$ cat config.mk
export PLATFORM = sky130hd
export DESIGN_NAME = maquina_cafe_param
export DESIGN_NICKNAME = d
export VERILOG_FILES = /design/src/rtl/maquina_cafe_param.sv
export SDC_FILE = /design/constraint.sdc
export NUM_CORES = 1
export LEC_CHECK = 0
export ABC_AREA = 0
export BUFFER_PORTS_ARGS = -buffer_cell sky130_fd_sc_hd__buf_4
export CORE_MARGIN = 8
export CORE_UTILIZATION = 50
export CTS_CLUSTER_DIAMETER = 120
export DETAILED_ROUTE_END_ITERATION = 16
export PLACE_DENSITY_LB_ADDON = 0.05
export SYNTH_ARGS = -nofsm -noshare
export SYNTH_HDL_FRONTEND = slang
export SYNTH_SLANG_ARGS = --single-unit
export TNS_END_PERCENT = 100
$ cat constraint.sdc
create_clock -name CLK -period 6.4 [get_ports CLK]
set_input_delay 1.28 -clock CLK [delete_from_list [all_inputs] [get_ports CLK]]
set_output_delay 1.28 -clock CLK [all_outputs]
set_load 0.005 [all_outputs]
$ cat src/rtl/maquina_cafe_param.sv
// Parameterised coffee-machine controller: preheat, access code, three cup sizes, reservoir with refill/resume.
// Optional wrong-code lockout (tries counter, LOCKED state, bloqueado) is built only when MAQ_CAFE_LOCKOUT_EN is defined.
module maquina_cafe_param #(
    parameter int CODE_W    = 7,
    parameter int CODE      = 17,
    parameter int HEAT_CYC  = 5,
    parameter int SHORT_CYC = 2,
    parameter int MED_CYC   = 4,
    parameter int LONG_CYC  = 6,
    parameter int RES_W     = 4,
    parameter int RES_FULL  = 10,
    parameter int MAX_TRIES = 3,
    parameter int LOCK_CYC  = 10
) (
    input  logic              CLK,
    input  logic              RST,
    input  logic              power,
    input  logic [CODE_W-1:0] codigo,
    input  logic              code_valid,
    input  logic [1:0]        selecao,
    input  logic              start,
    input  logic              refill,
    output logic              bomba,
    output logic              termobloco,
    output logic [RES_W-1:0]  reservatorio,
    output logic [3:0]        estado,
    output logic              pronto,
    output logic              bloqueado
);

    typedef enum logic [3:0] {
        S_OFF       = 4'd0,
        S_HEAT      = 4'd1,
        S_WAIT_CODE = 4'd2,
        S_CODE_OK   = 4'd3,
        S_ARMED     = 4'd4,
        S_BREW      = 4'd5,
        S_REFILL    = 4'd6,
        S_LOCKED    = 4'd7,
        S_DONE      = 4'd8
    } state_t;

    // Reject parameter sets outside their legal ranges at elaboration.
    if ((HEAT_CYC < 1) || (SHORT_CYC < 1) || (SHORT_CYC > 255) || (MED_CYC < 1) || (MED_CYC > 255) ||
        (LONG_CYC < 1) || (LONG_CYC > 255) || (RES_FULL < 1) || (RES_FULL > (2 ** RES_W) - 1) ||
        (MAX_TRIES < 1) || (LOCK_CYC < 1)) begin : g_bad_param
        $error("maquina_cafe_param: parameter out of range");
    end

    // One cycle counter is shared by HEAT and LOCKED; they are never active together.
    localparam int CNT_MAX = (HEAT_CYC > LOCK_CYC) ? HEAT_CYC : LOCK_CYC;
    localparam int CNT_W   = $clog2(CNT_MAX + 1);

    localparam logic [CNT_W-1:0]  HEAT_LAST = CNT_W'(HEAT_CYC - 1);
    localparam logic [CODE_W-1:0] CODE_V    = CODE_W'(CODE);
    localparam logic [7:0]        SHORT_V   = 8'(SHORT_CYC);
    localparam logic [7:0]        MED_V     = 8'(MED_CYC);
    localparam logic [7:0]        LONG_V    = 8'(LONG_CYC);
    localparam logic [RES_W-1:0]  FULL_V    = RES_W'(RES_FULL);
    localparam logic [RES_W-1:0]  ONE_RES   = RES_W'(1);

    state_t            state_q, state_d;
    logic [CNT_W-1:0]  cnt_q, cnt_d;
    logic [7:0]        rem_q, rem_d;
    logic [RES_W-1:0]  res_q, res_d;
    logic              bomba_q, termo_q, pronto_q;

`ifdef MAQ_CAFE_LOCKOUT_EN
    localparam int               TRIES_W    = $clog2(MAX_TRIES + 1);
    localparam logic [TRIES_W-1:0] TRIES_LAST = TRIES_W'(MAX_TRIES - 1);
    localparam logic [CNT_W-1:0]   LOCK_LAST  = CNT_W'(LOCK_CYC - 1);
    logic [TRIES_W-1:0] tries_q, tries_d;
    logic               bloq_q;
`endif

    // Next-state, counters and reservoir level; power loss overrides every state.
    always_comb begin
        state_d = state_q;
        cnt_d   = cnt_q;
        rem_d   = rem_q;
        res_d   = res_q;
`ifdef MAQ_CAFE_LOCKOUT_EN
        tries_d = tries_q;
`endif
        if (!power) begin
            state_d = S_OFF;
            cnt_d   = '0;
            rem_d   = 8'd0;
        end else begin
            case (state_q)
                S_OFF: begin
                    state_d = S_HEAT;
                    cnt_d   = '0;
                end
                S_HEAT: begin
                    if (cnt_q == HEAT_LAST) begin
                        state_d = S_WAIT_CODE;
                        cnt_d   = '0;
                    end else begin
                        cnt_d = cnt_q + 1'b1;
                    end
                end
                S_WAIT_CODE: begin
                    if (code_valid && (codigo == CODE_V)) begin
                        state_d = S_CODE_OK;
`ifdef MAQ_CAFE_LOCKOUT_EN
                        tries_d = '0;
`endif
                    end else if (code_valid) begin
`ifdef MAQ_CAFE_LOCKOUT_EN
                        tries_d = tries_q + 1'b1;
                        if (tries_q == TRIES_LAST) begin
                            state_d = S_LOCKED;
                            cnt_d   = '0;
                        end else begin
                            state_d = S_WAIT_CODE;
                        end
`else
                        state_d = S_WAIT_CODE;
`endif
                    end else begin
                        state_d = S_WAIT_CODE;
                    end
                end
                S_LOCKED: begin
`ifdef MAQ_CAFE_LOCKOUT_EN
                    if (cnt_q == LOCK_LAST) begin
                        state_d = S_WAIT_CODE;
                        cnt_d   = '0;
                        tries_d = '0;
                    end else begin
                        cnt_d = cnt_q + 1'b1;
                    end
`else
                    state_d = S_WAIT_CODE;
`endif
                end
                S_CODE_OK: begin
                    case (selecao)
                        2'b01: begin state_d = S_ARMED; rem_d = SHORT_V; end
                        2'b10: begin state_d = S_ARMED; rem_d = MED_V;   end
                        2'b11: begin state_d = S_ARMED; rem_d = LONG_V;  end
                        default: state_d = S_CODE_OK;
                    endcase
                end
                S_ARMED: begin
                    if (selecao == 2'b00) begin
                        state_d = S_CODE_OK;
                    end else if (start && (res_q != '0)) begin
                        state_d = S_BREW;
                    end else if (start) begin
                        state_d = S_REFILL;
                    end else begin
                        state_d = S_ARMED;
                    end
                end
                S_BREW: begin
                    res_d = res_q - ONE_RES;
                    rem_d = rem_q - 8'd1;
                    // Cup completion wins when water and cup run out on the same cycle.
                    if (rem_q == 8'd1) begin
                        state_d = S_DONE;
                    end else if (res_q == ONE_RES) begin
                        state_d = S_REFILL;
                    end else begin
                        state_d = S_BREW;
                    end
                end
                S_REFILL: begin
                    if (refill) begin
                        res_d = FULL_V;
                    end else begin
                        res_d = res_q;
                    end
                    // Resume checks the stored level, so a same-cycle refill needs a later start.
                    if (start && (res_q != '0)) begin
                        state_d = S_BREW;
                    end else begin
                        state_d = S_REFILL;
                    end
                end
                S_DONE: begin
                    state_d = S_CODE_OK;
                end
                default: begin
                    state_d = S_OFF;
                    cnt_d   = '0;
                    rem_d   = 8'd0;
                end
            endcase
        end
    end

    // State, counters and Moore outputs decoded from the next state so they align with estado.
    always_ff @(posedge CLK) begin
        if (RST) begin
            state_q  <= S_OFF;
            cnt_q    <= '0;
            rem_q    <= 8'd0;
            res_q    <= FULL_V;
            bomba_q  <= 1'b0;
            termo_q  <= 1'b0;
            pronto_q <= 1'b0;
        end else begin
            state_q  <= state_d;
            cnt_q    <= cnt_d;
            rem_q    <= rem_d;
            res_q    <= res_d;
            bomba_q  <= (state_d == S_BREW);
            termo_q  <= (state_d == S_HEAT) || (state_d == S_BREW);
            pronto_q <= (state_d == S_DONE);
        end
    end

`ifdef MAQ_CAFE_LOCKOUT_EN
    // Wrong-attempt counter and lockout indicator.
    always_ff @(posedge CLK) begin
        if (RST) begin
            tries_q <= '0;
            bloq_q  <= 1'b0;
        end else begin
            tries_q <= tries_d;
            bloq_q  <= (state_d == S_LOCKED);
        end
    end
    assign bloqueado = bloq_q;
`else
    assign bloqueado = 1'b0;
`endif

    assign estado       = state_q;
    assign bomba        = bomba_q;
    assign termobloco   = termo_q;
    assign pronto       = pronto_q;
    assign reservatorio = res_q;

endmodule

Yosys cells after proc, flatten, opt, wreduce, memory -nomap -nowiden
Cells that the tools add are included.
{"block": "totals", "regBits": 23, "inputBits": 15, "output_inout_bits": 12, "wordCells": 62}
{"block": "classes", "n_addsub": 3, "eq_ne": 20, "muxes": 17, "n_bitwise": 2, "n_reduce_logical": 13}
{"op": "$pmux 8 s3", "count": 2}
{"op": "$pmux 4 s9", "count": 1}
{"op": "$eq 4x3->1 const B", "count": 6}
{"op": "$mux 4", "count": 5}
{"op": "$pmux 4 s2", "count": 2}
{"op": "$reduce_or 7->1", "count": 2}
{"op": "$eq 4x1->1 const B", "count": 3}
{"op": "$eq 4x2->1 const B", "count": 2}
{"op": "$eq 4x4->1 const B", "count": 2}
{"op": "$eq 8x1->1 const B", "count": 1}
{"op": "$mux 2", "count": 4}
{"op": "$sub 8x1->8 const B", "count": 1}
{"op": "$eq 7x5->1 const B", "count": 1}
{"op": "$mux 3", "count": 2}
{"op": "$add 4x1->4 const B", "count": 1}
{"op": "$eq 2x2->1 const B", "count": 2}
{"op": "$logic_not 4->1", "count": 1}
{"op": "$ne 4x4->1 const B", "count": 1}
{"op": "$reduce_bool 4->1", "count": 1}
{"op": "$sub 4x1->4 const B", "count": 1}
{"op": "$reduce_and 3->1", "count": 1}
{"op": "$reduce_or 3->1", "count": 1}
{"op": "$eq 2x1->1 const B", "count": 1}
{"op": "$logic_and 1x1->1", "count": 2}
{"op": "other kinds (8)", "count": 9}

Longest topological paths before layout
Gate-level depths: netlist of run 1.
{"block": "depth", "ltp_word": 8, "depth_mapped": 7, "depth_no_buf": 7}

Least setup slack after synthesis of run 1
Ideal clock, no wire load.
{"block": "synth_path", "kind": "in2reg", "start": "input selecao[0]", "end": "register rem_q[3]", "setup_ns": 0.072, "t_arrival_ns": 2.448, "t_required_ns": 6.328, "slack_ns": 3.881, "cell_stages": 5, "n_path_buf": 0, "path_cell_list": "o21ba_2 a21o_1 a21oi_1 o21ai_1 a21oi_1"}
{"block": "synth_via", "elab_chain_len": 3, "word_cells_on_any_way": 5, "cone_classes": "4 x eq/ne; 1 x reduce/logical"}
{"item": "start, declared", "line": "20", "rtl": "input logic [1:0] selecao,"}
{"item": "$eq 2x2->1 / $eq 2x1->1 (equally long branches)", "line": "139", "rtl": "case (selecao)"}
{"item": "$ne 4x4->1 (no source line) *"}
{"item": "$reduce_and 2->1 (no source line) *"}
{"item": "end signal, assigned", "line": "207", "rtl": "rem_q <= rem_d;"}
{"item": "end, declared", "line": "64", "rtl": "logic [7:0] rem_q, rem_d;"}
Every way passes the cells marked *; elsewhere a longest branch is shown, timed or not.
A chain may end at the register's enable or synchronous reset.

Final worst setup path of run 1
Ends and elaborated chain as after synthesis.

==> flow_summary.toml, run 1 <==
[floorplan]
coreArea_um2 = 2730
die_w_um = 69.3
start_util = 0.519
io_pins = 27
placementRows = 19
die_h_um = 69.3
dieArea_um2 = 4800

[worst_setup_path]
criticalPathCategory = "input pin to flip-flop"
timing.critical_path.mode_cell = "a21oi_1"
crit_required_ps = 6650
timing.rr.start = "rem_q[2]"
cp_top_family = "compound AO/OA/AOI/OAI gates"
cp_max_fo = 9
cp.arrival_ps = 2910
worstRegToRegCells = 5
reg2reg_to = "bomba"
path_cells = "buf_4 -> o21ba_2 -> a21o_1 -> a21oi_1 -> o21ai_1 -> a21oi_1"
critPathLaunchType = "input pin"
reg2reg_slack_ps = 4050
slowest_delay_ps = 560
critical_path.endpoint_type = "flip-flop"
cp.buffers_inverters = 1
crit_slowest_cell = "a21oi_1"

[detailed_routing]
via_count = 1343
vias_per_cell = 5.89
wl_mm = 3.44
drt-pass1-iter-count = 4
antenna_left = 0
drt-initial-drc-count = 94
drcViolationCount = 0
wl_per_cell_um = 15.1

[cts]
clk_latency_ps = 310
tritoncts = "done"
cts-resized-gates = 0
cts.htree.levels = 1
cts_hold_buf = 0
clock_sinks = 23
path_clk_slew_ps = 140
root_buffer = "clkbuf_4"
clk_path_buf_depth = 2
postCtsSetupBuffers = 0
cts_buffers = 3

[logic_synthesis]
avgSynthCellArea_um2 = 8.11
async_flop_share = 0
synthXorXnorAreaFrac = 0.0432
yosysTopAreaCellShare = 0.324
synthFlopType = "dfxtp_1"
synth-edff-count = 0
ys_top_cells_by_area = "dfxtp_1 32%, nor2_1 5.8%, ha_1 5.3%"
yosys.area_share.simple = 0.320
syn_nets = 196
synth_cells = 175
ys_ff_latch = 23
yosysMostFrequentCell = "dfxtp_1"
synth_seq_area_share = 0.324
synth_compound_area_frac = 0.199
yosys.cell_types.count = 53
netlist.top_cell.by_area = "dfxtp_1"
synth_top_family_by_area = "simple AND/OR/NAND/NOR gates"
synth_common_cells = "23 x dfxtp_1, 22 x nor2_1, 11 x inv_1, 8 x a21oi_1, 8 x o21ai_0"
syn-cell-area_um2 = 1420
ys_warn_count = 0
muxShareOfSynthArea = 0.00793
yosys.area_share.adder = 0.0529

[placed_design]
gp_congestion = 0.878
portBuffers = 25
dpl_worst_slack_ps = 3450
dp_hpwl_mm = 2.66

[sta]
fin_skew_ps = 2.00
worst_pin_slew_ps = 666
period_share = 0.416
fin_crit_ps = 2660
tns_ps = 0
setup_ws_ps = 3740
hold_slack_ps = 500
relSlewSlack = 0.556
rsz0062_at_grt = "no"
setup_viol = 0
final-hold-violation-count = 0
max_freq_mhz = 376
drv_slew = 0

[finish]
area_growth_syn_to_layout_pct = 15.8
antenna_cells = 0
fin_nets = 219
layout-drive-gt1-share = 0.208

[grt]
grt_pass1_vias = 1307
antenna_found_initial = 0
grt_use_total = 0.145
grt_pass1_wl_mm = 6.04
grt_max_degree = 20
grt_overflow = 0

[pwr]
vdd_drop_max_mv = 0.107
p_per_area_nw_per_um2 = 142
p_leak_uw = 0.000703

[status]
status = "completed"

[worst_hold_path]
min_from = "rem_q[7]"
hold_path_class = "flip-flop to flip-flop"
hold_end = "rem_q[7]"
holdPathStages = 2

[flow_run]
timing.max_cap.violations = 0
report_power, final:
group	internal, µW	leakage, µW	switching [µW]
Sequential	144	0.000186	1.84
Clock	23.4	0.0000177	47.0
Combinational	9.50	0.000500	8.27
worst max-delay path by stage:
stage / from / depth (start not counted) / slack [ps] / end
3_3_place_gp: selecao[0] / 6 / 3560 / rem_q[7]
5_1_grt: selecao[0] / 6 / 3570 / rem_q[3]
2_1_floorplan: selecao[0] / 5 / 3880 / rem_q[3]
3_5_place_dp: selecao[0] / 6 / 3450 / rem_q[3]
6_report: selecao[0] / 6 / 3740 / rem_q[3]
4_1_cts: selecao[0] / 6 / 3790 / rem_q[3]
through the flow:
step	cell area, µm²	instances	util	power, µW
finish	1640	228	0.601	234
global route	1640	228	0.601	242
CTS	1640	228	0.601	237
detailed placement	1620	224	0.591	167
global placement	1620	224	0.591	166
floorplan	1420	175	-	156
worst min-delay path: stages, from the launching register on:
cell and delay (ps):
dfxtp_1 350, o41ai_1 70, a21oi_1 50
cell type report:
| cell class | count | area, µm² |
|---|---|---|
| Inverter | 11 | 41.3 |
| Sequential cell | 23 | 460 |
| Fill cell | 259 | 1090 |
| Clock buffer | 3 | 22.5 |
| Timing Repair Buffer | 25 | 188 |
| Clock inverter | 1 | 5.00 |
| Multi-Input combinational cell | 134 | 888 |
| Tap cell | 31 | 38.8 |
kinds of logic (layout without fill, tap and decap cells):
logic type | after synthesis | after routing
other cells | 1 | 1
simple gates | 77 | 77
buf+inv | 18 | 40
flops | 23 | 23
mux | 1 | 1
compound gates | 42 | 42
fa+ha+maj | 6 | 6
xor+xnor | 7 | 7
sequential cells by signal, summed over array words and instances (netlist names):
name and count:
reservatorio 4, bomba 1, termobloco 1, cnt_q 4, estado 4, pronto 1
rem_q 8
routing by layer:
metal,vias to the layer above,wire (µm),global-route usage
met2,39,1660,0.238
met1,626,1550,0.185
met4,0,43,0.0478
met5,-,0,0
li1,674,-,-
met3,4,193,0.0258
layout by cell type (no fill, tap or decap), drive strengths merged, types with 4 or more instances in the layout:
| cell type | instances |
|---|---|
| dfxtp | 23 |
| nor2b | 5 |
| inv | 11 |
| nor3 | 7 |
| a21oi | 8 |
| a31oi | 5 |
| ha | 6 |
| or3 | 4 |
| nor2 | 22 |
| nand2 | 7 |
| buf | 25 |
| o21ai | 10 |
| nand3 | 6 |
| xor2 | 5 |
(Power assumes the default switching activity.)
==> run 2, diff against run 1 <==
==> constraint.sdc (replaced) <==
create_clock -name CLK -period 2.8 [get_ports CLK]
set_input_delay 0.56 -clock CLK [delete_from_list [all_inputs] [get_ports CLK]]
set_output_delay 0.56 -clock CLK [all_outputs]
set_load 0.005 [all_outputs]
==> run 2 against run 1 <==
Final cell count rose by 0.88%. Routed wire length rose by 0.99%. First-iteration DRC count is 29% lower. Clock skew about the same. Clock power rose by 130%. Largest cell class unchanged. Register-to-register slack got worse by 3600 ps.
==> flow_summary.toml, run 2 (synthesis results as in run 1) <==
[cts]
path_clk_slew_ps = 140
root_buffer = "clkbuf_4"
postCtsSetupBuffers = 0
clock_sinks = 23
clk_latency_ps = 320
cts_hold_buf = 0
cts_buffers = 3
cts-resized-gates = 0
tritoncts = "done"
clk_path_buf_depth = 2
cts.htree.levels = 1

[sta]
final-hold-violation-count = 0
fin_skew_ps = 2.29
tns_ps = 0
relSlewSlack = 0.649
period_share = 0.830
worst_pin_slew_ps = 525
fin_crit_ps = 2330
max_freq_mhz = 430
drv_slew = 0
rsz0062_at_grt = "no"
setup_viol = 0

[placed_design]
dp_hpwl_mm = 2.68
portBuffers = 25
dp_cells = 226
gp_congestion = 0.854

[pwr]
vdd_drop_max_mv = 0.283
p_per_area_nw_per_um2 = 324
p_leak_uw = 0.000713

[grt]
antenna_found_initial = 0
grt_use_total = 0.134
grt_max_degree = 17
grt_pass1_wl_mm = 5.69
grt_pass1_vias = 1275
grt_overflow = 0

[worst_setup_path]
cp_max_fo = 7
reg2reg_to = "termobloco"
reg2reg_slack_ps = 470
slowest_delay_ps = 590
criticalPathCategory = "flip-flop to flip-flop"
cp_top_family = "simple AND/OR/NAND/NOR gates"
critPathLaunchType = "flip-flop"
critical_path.endpoint_type = "flip-flop"
cp.arrival_ps = 2570
cp_num_cells = 5
crit_slowest_cell = "or4_4"
worstRegToRegCells = 5
path_cells = "or4_4 -> or4b_4 -> nor2b_4 -> a311o_1 -> nor3_1"
cp.buffers_inverters = 0
timing.rr.start = "rem_q[2]"
crit_required_ps = 3040

[finish]
regMostFlops = "rem_q"
fillers = 259
final_cell_mix = "27 x buf_4, 23 x dfxtp_1, 22 x nor2_1"
final_common_cell = "buf_4"
fin_nets = 221
area_growth_syn_to_layout_pct = 16.8
layout-drive-gt1-share = 0.216
antenna_cells = 0
layout.cells.non_filler = 230
largest_register_ffs = 8

[floorplan]
dieArea_um2 = 4800
start_util = 0.519
die_h_um = 69.3
coreArea_um2 = 2730
placementRows = 19
die_w_um = 69.3
io_pins = 27

[detailed_routing]
wl_mm = 3.48
via_count = 1375
drt-pass1-iter-count = 5
drt-initial-drc-count = 67
drcViolationCount = 0
vias_per_cell = 5.98
antenna_left = 0
wl_per_cell_um = 15.1

[flow_run]
timing.max_cap.violations = 0

[worst_hold_path]
hold_end = "reservatorio[0]"
min_from = "RST"
holdPathStages = 2
hold_path_class = "input pin to flip-flop"

[status]
status = "completed"
## run 2: cell types whose count changed in the layout (fill, tap and decap cells not counted), sizes merged
cell and change:
buf +2
## run 2: worst max path at each step
stage / start / to / slack, ps
finish: rem_q[2] / termobloco / 470
global route: rem_q[2] / termobloco / 380
CTS: rem_q[2] / termobloco / 480
detailed placement: rem_q[2] / termobloco / 530
global placement: rem_q[2] / estado[1] / 590
floorplan: rem_q[2] / estado[1] / 650
## run 2: per-layer routing
metal	wire length (µm)	global-route usage	up-vias
met1	1540	0.176	632
li1	-	-	678
met3	285	0.0329	6
met5	0	0	-
met4	32	0.0319	0
met2	1620	0.213	59
## run 2: through the flow
step                setup slack, ps  area, µm²   util  hold slack, ps  power, µW
floorplan                       651       1420      -             446        357
global route                    382       1660  0.607             410        560
detailed placement              535       1630  0.597             478        381
global placement                590       1630  0.597             468        380
finish                          475       1660  0.607             416        538
CTS                             482       1660  0.607             418        541
## run 2: cell type report
type	instances	area, µm²	share of cell area
multi-input cells	134	888	0.535
flip-flops and latches	23	460	0.278
repair buffers	27	203	0.122
inverters	11	41.3	0.0249
well taps	31	38.8	0.0234
clock buffers	3	22.5	0.0136
clock inverters	1	5.00	0.00302
## run 2: where the power goes
part	switching, µW	internal (µW)
combinational	18.9	21.7
clock	110	53.5
sequential	4.05	329
## run 2: worst reg2reg max path, cell delays in order (launching register included)
cell and delay [ps]:
dfxtp_1 380, or4_4 590, or4b_4 560, nor2b_4 160
a311o_1 350, nor3_1 210
